**src/rtl/otter_mem_pkg.sv**
```systemverilog
// Shared types and address-split width helpers for the OTTER memory-side blocks.
// Widths assume 32-bit byte addresses with word-aligned fetches.
package otter_mem_pkg;

   typedef enum logic [1:0] {IDLE, FILL, DONE} icache_state_t;

   function automatic int offset_w(input int words_per_line);
      return $clog2(words_per_line);
   endfunction

   function automatic int index_w(input int lines);
      return $clog2(lines);
   endfunction

   function automatic int tag_w(input int lines, input int words_per_line);
      return 30 - offset_w(words_per_line) - index_w(lines);
   endfunction

endpackage

```
**src/rtl/icache_array.sv**
```systemverilog
// Valid/tag/data storage: combinational lookup, synchronous word/tag writes.
// Invalidate-all takes priority over a same-cycle valid set.
module icache_array
   import otter_mem_pkg::*;
#(
   parameter int LINES          = 16,
   parameter int WORDS_PER_LINE = 4
) (
   input  logic                                     clk,
   input  logic                                     rst_n,
   input  logic [index_w(LINES)-1:0]                rd_index,
   input  logic [offset_w(WORDS_PER_LINE)-1:0]      rd_offset,
   input  logic [tag_w(LINES, WORDS_PER_LINE)-1:0]  rd_tag,
   output logic                                     hit,
   output logic [31:0]                              rd_data,
   input  logic [index_w(LINES)-1:0]                wr_index,
   input  logic [offset_w(WORDS_PER_LINE)-1:0]      wr_offset,
   input  logic                                     word_wr,
   input  logic [31:0]                              wr_data,
   input  logic                                     tag_wr,
   input  logic [tag_w(LINES, WORDS_PER_LINE)-1:0]  wr_tag,
   input  logic                                     inval_all
);

   localparam int TW = tag_w(LINES, WORDS_PER_LINE);

   logic [LINES-1:0] valid;
   logic [TW-1:0]    tag_mem  [LINES];
   logic [31:0]      data_mem [LINES][WORDS_PER_LINE];

   assign hit     = valid[rd_index] && (tag_mem[rd_index] == rd_tag);
   assign rd_data = data_mem[rd_index][rd_offset];

   always_ff @(posedge clk) begin
      if (!rst_n) begin
         valid <= '0;
      end else if (inval_all) begin
         valid <= '0;
      end else if (tag_wr) begin
         valid[wr_index] <= 1'b1;
      end
   end

   // Payload storage carries no reset; the valid bits alone qualify it.
   always_ff @(posedge clk) begin
      if (tag_wr) begin
         tag_mem[wr_index] <= wr_tag;
      end
      if (word_wr) begin
         data_mem[wr_index][wr_offset] <= wr_data;
      end
   end

endmodule

```
**src/rtl/icache_responder.sv**
```systemverilog
// Direct-mapped read-only I-cache for the OTTER fetch port: hits return same cycle,
// misses hold PC_STALL while a line refill runs word by word against main memory.
module icache_responder
   import otter_mem_pkg::*;
#(
   parameter int LINES          = 16,
   parameter int WORDS_PER_LINE = 4
) (
   input  logic        CLK,
   input  logic        RST_N,
   input  logic        MEM_RDEN1,
   input  logic [31:0] MEM_ADDR1,
   output logic [31:0] MEM_DOUT1,
   output logic        PC_STALL,
   input  logic        INVAL,
   output logic        MM_REQ,
   output logic [31:0] MM_ADDR,
   input  logic        MM_ACK,
   input  logic [31:0] MM_RDATA
);

   localparam int OW = offset_w(WORDS_PER_LINE);
   localparam int IW = index_w(LINES);
   localparam int TW = tag_w(LINES, WORDS_PER_LINE);

   logic [OW-1:0] offset;
   logic [IW-1:0] index;
   logic [TW-1:0] tag;
   logic          unused_addr_bits;

   assign offset           = MEM_ADDR1[OW+1:2];
   assign index            = MEM_ADDR1[OW+2 +: IW];
   assign tag              = MEM_ADDR1[31 -: TW];
   assign unused_addr_bits = ^MEM_ADDR1[1:0];

   icache_state_t state, state_nxt;
   logic [TW-1:0] fill_tag;
   logic [IW-1:0] fill_index;
   logic [OW-1:0] cnt;
   logic          kill;
   logic          hit;
   logic          start;
   logic          word_wr;
   logic          tag_wr;

   always_ff @(posedge CLK) begin
      if (!RST_N) begin
         state      <= IDLE;
         cnt        <= '0;
         kill       <= 1'b0;
         fill_tag   <= '0;
         fill_index <= '0;
      end else begin
         state <= state_nxt;
         if (start) begin
            fill_tag   <= tag;
            fill_index <= index;
            cnt        <= '0;
            kill       <= 1'b0;
         end else if (word_wr) begin
            cnt <= cnt + OW'(1);
         end
         // An invalidate seen mid-refill must keep the in-flight line from becoming valid.
         if (INVAL && state != IDLE) begin
            kill <= 1'b1;
         end
      end
   end

   always_comb begin
      state_nxt = state;
      start     = 1'b0;
      word_wr   = 1'b0;
      tag_wr    = 1'b0;
      MM_REQ    = 1'b0;
      PC_STALL  = 1'b1;
      case (state)
         IDLE: begin
            PC_STALL = MEM_RDEN1 & ~hit;
            if (MEM_RDEN1 && !hit && !INVAL) begin
               start     = 1'b1;
               state_nxt = FILL;
            end
         end
         FILL: begin
            MM_REQ = 1'b1;
            if (MM_ACK) begin
               word_wr = 1'b1;
               if (&cnt) begin
                  state_nxt = DONE;
               end
            end
         end
         DONE: begin
            tag_wr    = ~kill & ~INVAL;
            state_nxt = IDLE;
         end
         default: state_nxt = IDLE;
      endcase
   end

   // {tag,index,cnt,00} is fill_base + 4*cnt since the offset field of fill_base is zero.
   assign MM_ADDR = MM_REQ ? {fill_tag, fill_index, cnt, 2'b00} : 32'h0;

   icache_array #(
      .LINES          (LINES),
      .WORDS_PER_LINE (WORDS_PER_LINE)
   ) u_array (
      .clk       (CLK),
      .rst_n     (RST_N),
      .rd_index  (index),
      .rd_offset (offset),
      .rd_tag    (tag),
      .hit       (hit),
      .rd_data   (MEM_DOUT1),
      .wr_index  (fill_index),
      .wr_offset (cnt),
      .word_wr   (word_wr),
      .wr_data   (MM_RDATA),
      .tag_wr    (tag_wr),
      .wr_tag    (fill_tag),
      .inval_all (INVAL)
   );

endmodule

```
**config.mk**
```make
export PLATFORM = sky130hd
export DESIGN_NAME = icache_responder
export DESIGN_NICKNAME = d
export VERILOG_FILES = /design/src/rtl/otter_mem_pkg.sv /design/src/rtl/icache_array.sv /design/src/rtl/icache_responder.sv
export SDC_FILE = /design/constraint.sdc
export NUM_CORES = 2
export LEC_CHECK = 0
export CELL_PAD_IN_SITES_DETAIL_PLACEMENT = 0
export CELL_PAD_IN_SITES_GLOBAL_PLACEMENT = 1
export CORE_ASPECT_RATIO = 0.75
export CORE_MARGIN = 4
export CORE_UTILIZATION = 50
export CTS_CLUSTER_DIAMETER = 80
export DETAILED_ROUTE_END_ITERATION = 8
export PLACE_DENSITY_LB_ADDON = 0.25
export SYNTH_ARGS = -nofsm -noshare
export SYNTH_HDL_FRONTEND = slang
export SYNTH_HIERARCHICAL = 1
export SYNTH_SLANG_ARGS = --single-unit
```
**constraint.sdc**
```tcl
create_clock -name CLK -period 7.3 [get_ports CLK]
set_input_delay 2.19 -clock CLK [delete_from_list [all_inputs] [get_ports CLK]]
set_output_delay 2.19 -clock CLK [all_outputs]
set_load 0.1 [all_outputs]
```
; Word-level counts from Yosys, hierarchy flattened
; Memories as Yosys holds them, arrays and structs flattened.
; Cells that the tools add are included.
[word_totals]
regBits = 49
ram_bits = 2432
output_inout_bits = 66
elab_cells = 72
mem_count = 2
[classes]
add_sub_neg = 1
order_cmp = 6
n_eq_ne = 6
muxes = 27
n_bitwise = 9
n_reduce_logical = 15
[memory_table]
columns = name, words, word_bits, rd, rd_ports_with_merged_regs, wr, line
row1 = u_array.data_mem, 16, 128, 1, 0, 1, icache_array.sv:29  ; logic [31:0] data_mem [LINES][WORDS_PER_LINE];
row2 = u_array.tag_mem, 16, 24, 1, 0, 1, icache_array.sv:28  ; logic [TW-1:0] tag_mem [LINES];
[ops]
columns = cell, n
row1 = $mux 128, 1
row2 = $mux 32, 4
row3 = $bmux 32 s2, 1
row4 = $demux 32 s2, 1
row5 = $eq 24x24->1, 1
row6 = $or 16x16->16, 1
row7 = $mux 1, 14
row8 = $lt 4x5->1 const B, 2
row9 = $ge 3x3->1 const B, 2
row10 = $logic_and 1x1->1, 6
row11 = $mux 2, 3
row12 = $ne 2x2->1 const B, 3
row13 = $not 2->3, 2
row14 = $bmux 1 s4, 1
row15 = $demux 1 s4, 1
row16 = $ge 4x1->1 const B, 1
row17 = $not 1->1, 4
row18 = $pmux 2 s2, 1
row19 = $reduce_bool 2->1, 2
row20 = $reduce_or 2->1, 2
row21 = $lt 3x1->1 const B, 1
row22 = $reduce_and 3->1, 1
row23 = $add 2x1->2 const B, 1
row24 = $and 1x1->1, 2
row25 = 5 further kinds, 6

; Logic depth before layout (Yosys ltp)
[depth]
ltp_word = 10
depth_mapped = 16

; By module
; Netlist, hierarchy kept.
[by_module_without_submodules]
columns = mod, instances, cells_per_inst, area_per_inst_um2
row1 = icache_array, 1, 3717, 93433.4
row2 = icache_responder, 1, 182, 1581.5

; Least setup slack after synthesis
; OpenSTA, ideal clock, no wires.
[synth_timing]
path_kind = input -> output
from = input port MEM_ADDR1[5]
to = output port MEM_DOUT1[29]
arrival_time_ns = 6.101
required_time_ns = 5.110
slack_ns = -0.991
stages = 9
n_path_buf = 5
path_cell_list = buf_4 -> buf_4 -> buf_2 -> clkbuf_1 -> clkbuf_1 -> mux4_2 -> mux4_2 -> mux2i_1 -> o21ai_0
[synth_between]
elab_chain_cells = 4
[synth_lines]
columns = item, line
row1 = "start, declared", icache_responder.sv:12  ; input logic [31:0] MEM_ADDR1,
row2 = $mem_v2 16x128, --
row3 = $bmux 32 s2, icache_array.sv:32  ; assign rd_data = data_mem[rd_index][rd_offset];
row4 = $mux 32 (not written as such) (2 in series), icache_array.sv:32
row5 = "end, declared", icache_responder.sv:13  ; output logic [31:0] MEM_DOUT1,
; Every way passes these cells. The select of a mux whose other input is x is not followed.

; Worst setup path after layout
[layout_timing]
from = input port MEM_ADDR1[4]
to = output port PC_STALL
[layout_between]
elab_chain_cells = 6
elab_cells_between_ends = 8
classes_between = 1 x eq/ne / 3 x mux / 2 x bitwise / 1 x reduce/logical / 1 x memory
[layout_lines]
columns = item, line
row1 = $mem_v2 16x24 / $bmux 1 s4 (equally long branches), --
row2 = $eq 24x24->1 / $mux 1 (equally long branches), icache_array.sv:31  ; assign hit = valid[rd_index] && (tag_mem[rd_index] == rd_tag);
row3 = $logic_and 1x1->1 (*), icache_array.sv:31
row4 = via hit, icache_responder.sv:41  ; logic hit;
row5 = $not 1->1 (*), icache_responder.sv:79  ; PC_STALL = MEM_RDEN1 & ~hit;
row6 = $and 1x1->1 (*), icache_responder.sv:79
row7 = $mux 1 (*), icache_responder.sv:77  ; case (state)
row8 = "end, declared", icache_responder.sv:14  ; output logic PC_STALL,
; The timed path passes the listed nets; every way through them passes the cells marked *. The select of a mux whose other input is x is not followed.

==> metrics.md <==
| Metric | Value |
|---|---|
| First-pass GRT wire length | 337000 µm |
| Synth Instances | 3899 |
| Number of flops mapped to enable cells by yosys | 2432 |
| Post-synth top area cell | edfxtp_1 |
| DP Area | 0.102 mm² |
| 1st-iter DRT viols | 5284 |
| Sequential area share after synthesis | 0.779 |
| Kind of end point of the critical path | output port |
| Asr flop ratio synth | 0 |
| M1 WL | 103000 µm |
| Critical Path RT | 5.11 ns |
| Filler instances | 13200 |
| DR pass1 iterations | 5 |
| CP startpoint kind | input port |
| Total routing usage reported by global routing | 0.243 |
| Clk slew on worst S/H paths | 0.06 ns |
| Largest net degree at the start of global routing | 65 |
| Drt total wl | 239000 µm |
| Core Area | 0.189 mm² |
| Reg2reg end | u_array/data_mem[14][126] |
| Reg-to-Reg Start | state[0] |
| Slew at the pin closest to its max-slew limit | 1.23 ns |
| Cts hold-fix bufs | 0 |
| Total negative slack | 0 ns |
| CTS H-Tree Depth | 4 |
| Dpl cells | 6574 |
| IO Port Bufs | 130 |
| Yosys Warn Count | 6 |
| Detail Placement HPWL | 138000 µm |
| Worst Hold Class | register to register |
| Clock buffer depth | 3 |
| TritonCTS clock tree | built |
| Final Cell Area | 0.109 mm² |
| Die height | 386 µm |
| Initial antenna violation count | 11 |
| Detail Route Antenna Nets | 0 |
| DR WL met2 | 111000 µm |
| Layout Cells excl Fill | 7022 |
| R2R setup slack | 3.84 ns |
| Root buffer cell | clkbuf_16 |
| Hold WS | 0.475 ns |
| Slew Viols, Final | 0 |
| Clock Sinks | 2481 |
| Die X | 511 µm |
| Number of cell rows | 138 |
| Final critical path time including I/O delays and setup | 7.20 ns |
| Final Skew | 0.0580 ns |
| Max-cap viol count | 0 |
| Via-per-instance ratio | 6.34 |
| Max FO, Critical Path | 6 |
| Ys flop type | edfxtp_1 |
| Final setup fails | 0 |
| WS Path Type | input port to output port |
| Core Util, Final | 0.580 |
| Netlist Area Pre-Place | 0.0950 mm² |
| Initial core utilization | 0.503 |
| Worst slew margin | 0.180 |
| Met3 routed WL | 20400 µm |
| Drt wl/cell | 34.1 µm |
| Top-area cell type share of the netlist area | 0.769 |
| RSZ-0062 raised after global routing | false |
| Run status | finished clean |
| Synth unique cells | 55 |
| Share of cells above drive strength 1 | 0.337 |
| GR Overflow Total | 0 |
| Setup crit end | PC_STALL |
| Final Hold Fails | 0 |
| Clk_lat worst skew | 0.84 ns |
| RD Place Congestion | 0.797 |
| CP arrival | 5.01 ns |
| Power density over cell area | 265 mW/mm² |
| Fmax | 139 MHz |
| Worst ir drop on vdd | 0.244 mV |
| Syn avg cell area | 24.4 µm² |
| DR top layer | met5 |
| Leakage | 34.0 nW |
| Worst reg2reg path depth | 5 |
| Worst Setup SP | MEM_ADDR1[4] |
| CTS Buf Count | 225 |
| Via count | 44500 |
| Vias in the first global route | 44000 |
| Layout Nets | 4376 |
| Tcrit/Tclk final | 0.987 |
| Die ar. | 0.197 mm² |
| # DRC | 0 |
| I/O Pins | 135 |
| Ranking of synthesized cells by area | edfxtp_1 (77%), mux4_2 (18%), dfxtp_1 (1.0%) |
| Register bit total from synthesis | 2481 |
| Area growth from synthesis to layout | 15.2% |
-- how the worst min path moves through the flow --
stage / start / endpoint / slack (ns) / depth (start not counted)
floorplan: u_array/valid[10] / u_array/valid[10] / 0.43 / 2
CTS: u_array/valid[1] / u_array/valid[1] / 0.47 / 2
detailed placement: u_array/valid[1] / u_array/valid[1] / 0.46 / 2
global placement: u_array/valid[9] / u_array/valid[9] / 0.44 / 2
global route: u_array/valid[11] / u_array/valid[11] / 0.49 / 1
finish: u_array/valid[4] / u_array/valid[4] / 0.47 / 2
-- flip-flops by register name, summed over array words and instances, names as in the netlist --
name / flops
kill: 1
state: 2
fill_index: 4
cnt: 2
u_array/data_mem: 2048
fill_tag: 24
u_array/valid: 16
u_array/tag_mem: 384
-- critical path: stages --
cell	delay [ns]
buf_16	0.14
clkbuf_16	0.18
mux4_2	0.51
mux4_2	0.52
xor2_1	0.17
nor4_1	0.28
buf_4	0.20
nand4_1	0.09
nor4_2	0.30
nand2b_4	0.18
nand2_2	0.07
buf_12	0.17
-- through the flow --
stage,setup WS [ns],total power [W]
after floorplan,0.102,0.0170
after global placement,-0.299,0.0177
after detailed placement,-0.209,0.0177
after CTS,0.00391,0.0292
after global routing,0.00663,0.0299
final,0.0982,0.0290
-- cells by family (layout without fill, tap and decap cells) --
kind of cell	Yosys count	count (layout)	synth area share
adders and majority gates	1	1	0.000132
other	1	9	0.0000395
AOI/OAI and AO/OA	50	50	0.00387
buffers and inverters	212	807	0.0104
xor gates and xnor gates	28	28	0.00258
DFF	2481	2481	0.779
and+or+nand+nor	282	282	0.0138
muxes	844	844	0.190
-- final cells by class --
cell class	count	area (µm²)	share of cell area
diodes	7	17.5	0.000160
clock buffers	293	5980	0.0546
clock inverters	123	1190	0.0108
inverters	7	28.8	0.000263
multi-input cells	1207	20700	0.189
flip-flops and latches	2481	74000	0.676
well taps	2520	3150	0.0288
repair buffers	384	4380	0.0401
-- power by group --
group	internal, W	switching [W]
clock network	0.00647	0.00509
logic	0.000715	0.00104
registers	0.0156	0.0000405
total	0.0228	0.00617
-- cell usage after synthesis (3+ instances only) --
library cell and instances:
edfxtp_1 2432, mux4_2 769, nor2_1 111, clkbuf_1 84, nand2_1 83, mux2i_1 69, buf_2 65, dfxtp_1 49
buf_1 36, and2_1 30, xnor2_1 15, xor2_1 13, nand3_1 12, buf_4 11, nor2b_1 11, buf_6 9
o21ai_0 9, nand2b_1 7, a21oi_1 6, inv_1 6, mux2_2 6, o21ba_2 6, nand3b_1 5, nor3b_1 5
a22oi_1 4, nand4_1 4, a221oi_1 3, nor4_1 3, o211ai_1 3, o221ai_1 3
-- routing by layer --
| layer | vias to the layer above | global-route usage |
|---|---|---|
| li1 | 17600 | - |
| met1 | 24500 | 0.371 |
| met2 | 2024 | 0.369 |
| met3 | 318 | 0.0450 |
| met4 | 4 | 0.0580 |
| met5 | - | 0 |
-- cells in the final DEF, fill, tap and decap left out, types with 35 or more instances in the layout --
cell,synthesis,routed
buf_12,0,102
buf_4,11,176
clkbuf_1,84,62
clkbuf_16,0,231
clkdlybuf4s50_1,0,58
clkinv_1,0,46
clkinv_2,0,35
dfxtp_1,49,49
edfxtp_1,2432,2432
mux2i_1,69,69
mux4_2,769,769
nand2_1,83,82
nor2_4,0,80
-- timing repair --
item	CTS	global route
endpoints found under the setup margin	1	9
resized for setup	7	13
cloned	0	3
pin swaps	0	3
setup buffers	5	17
No activity file was read; power rests on OpenSTA's default activity.
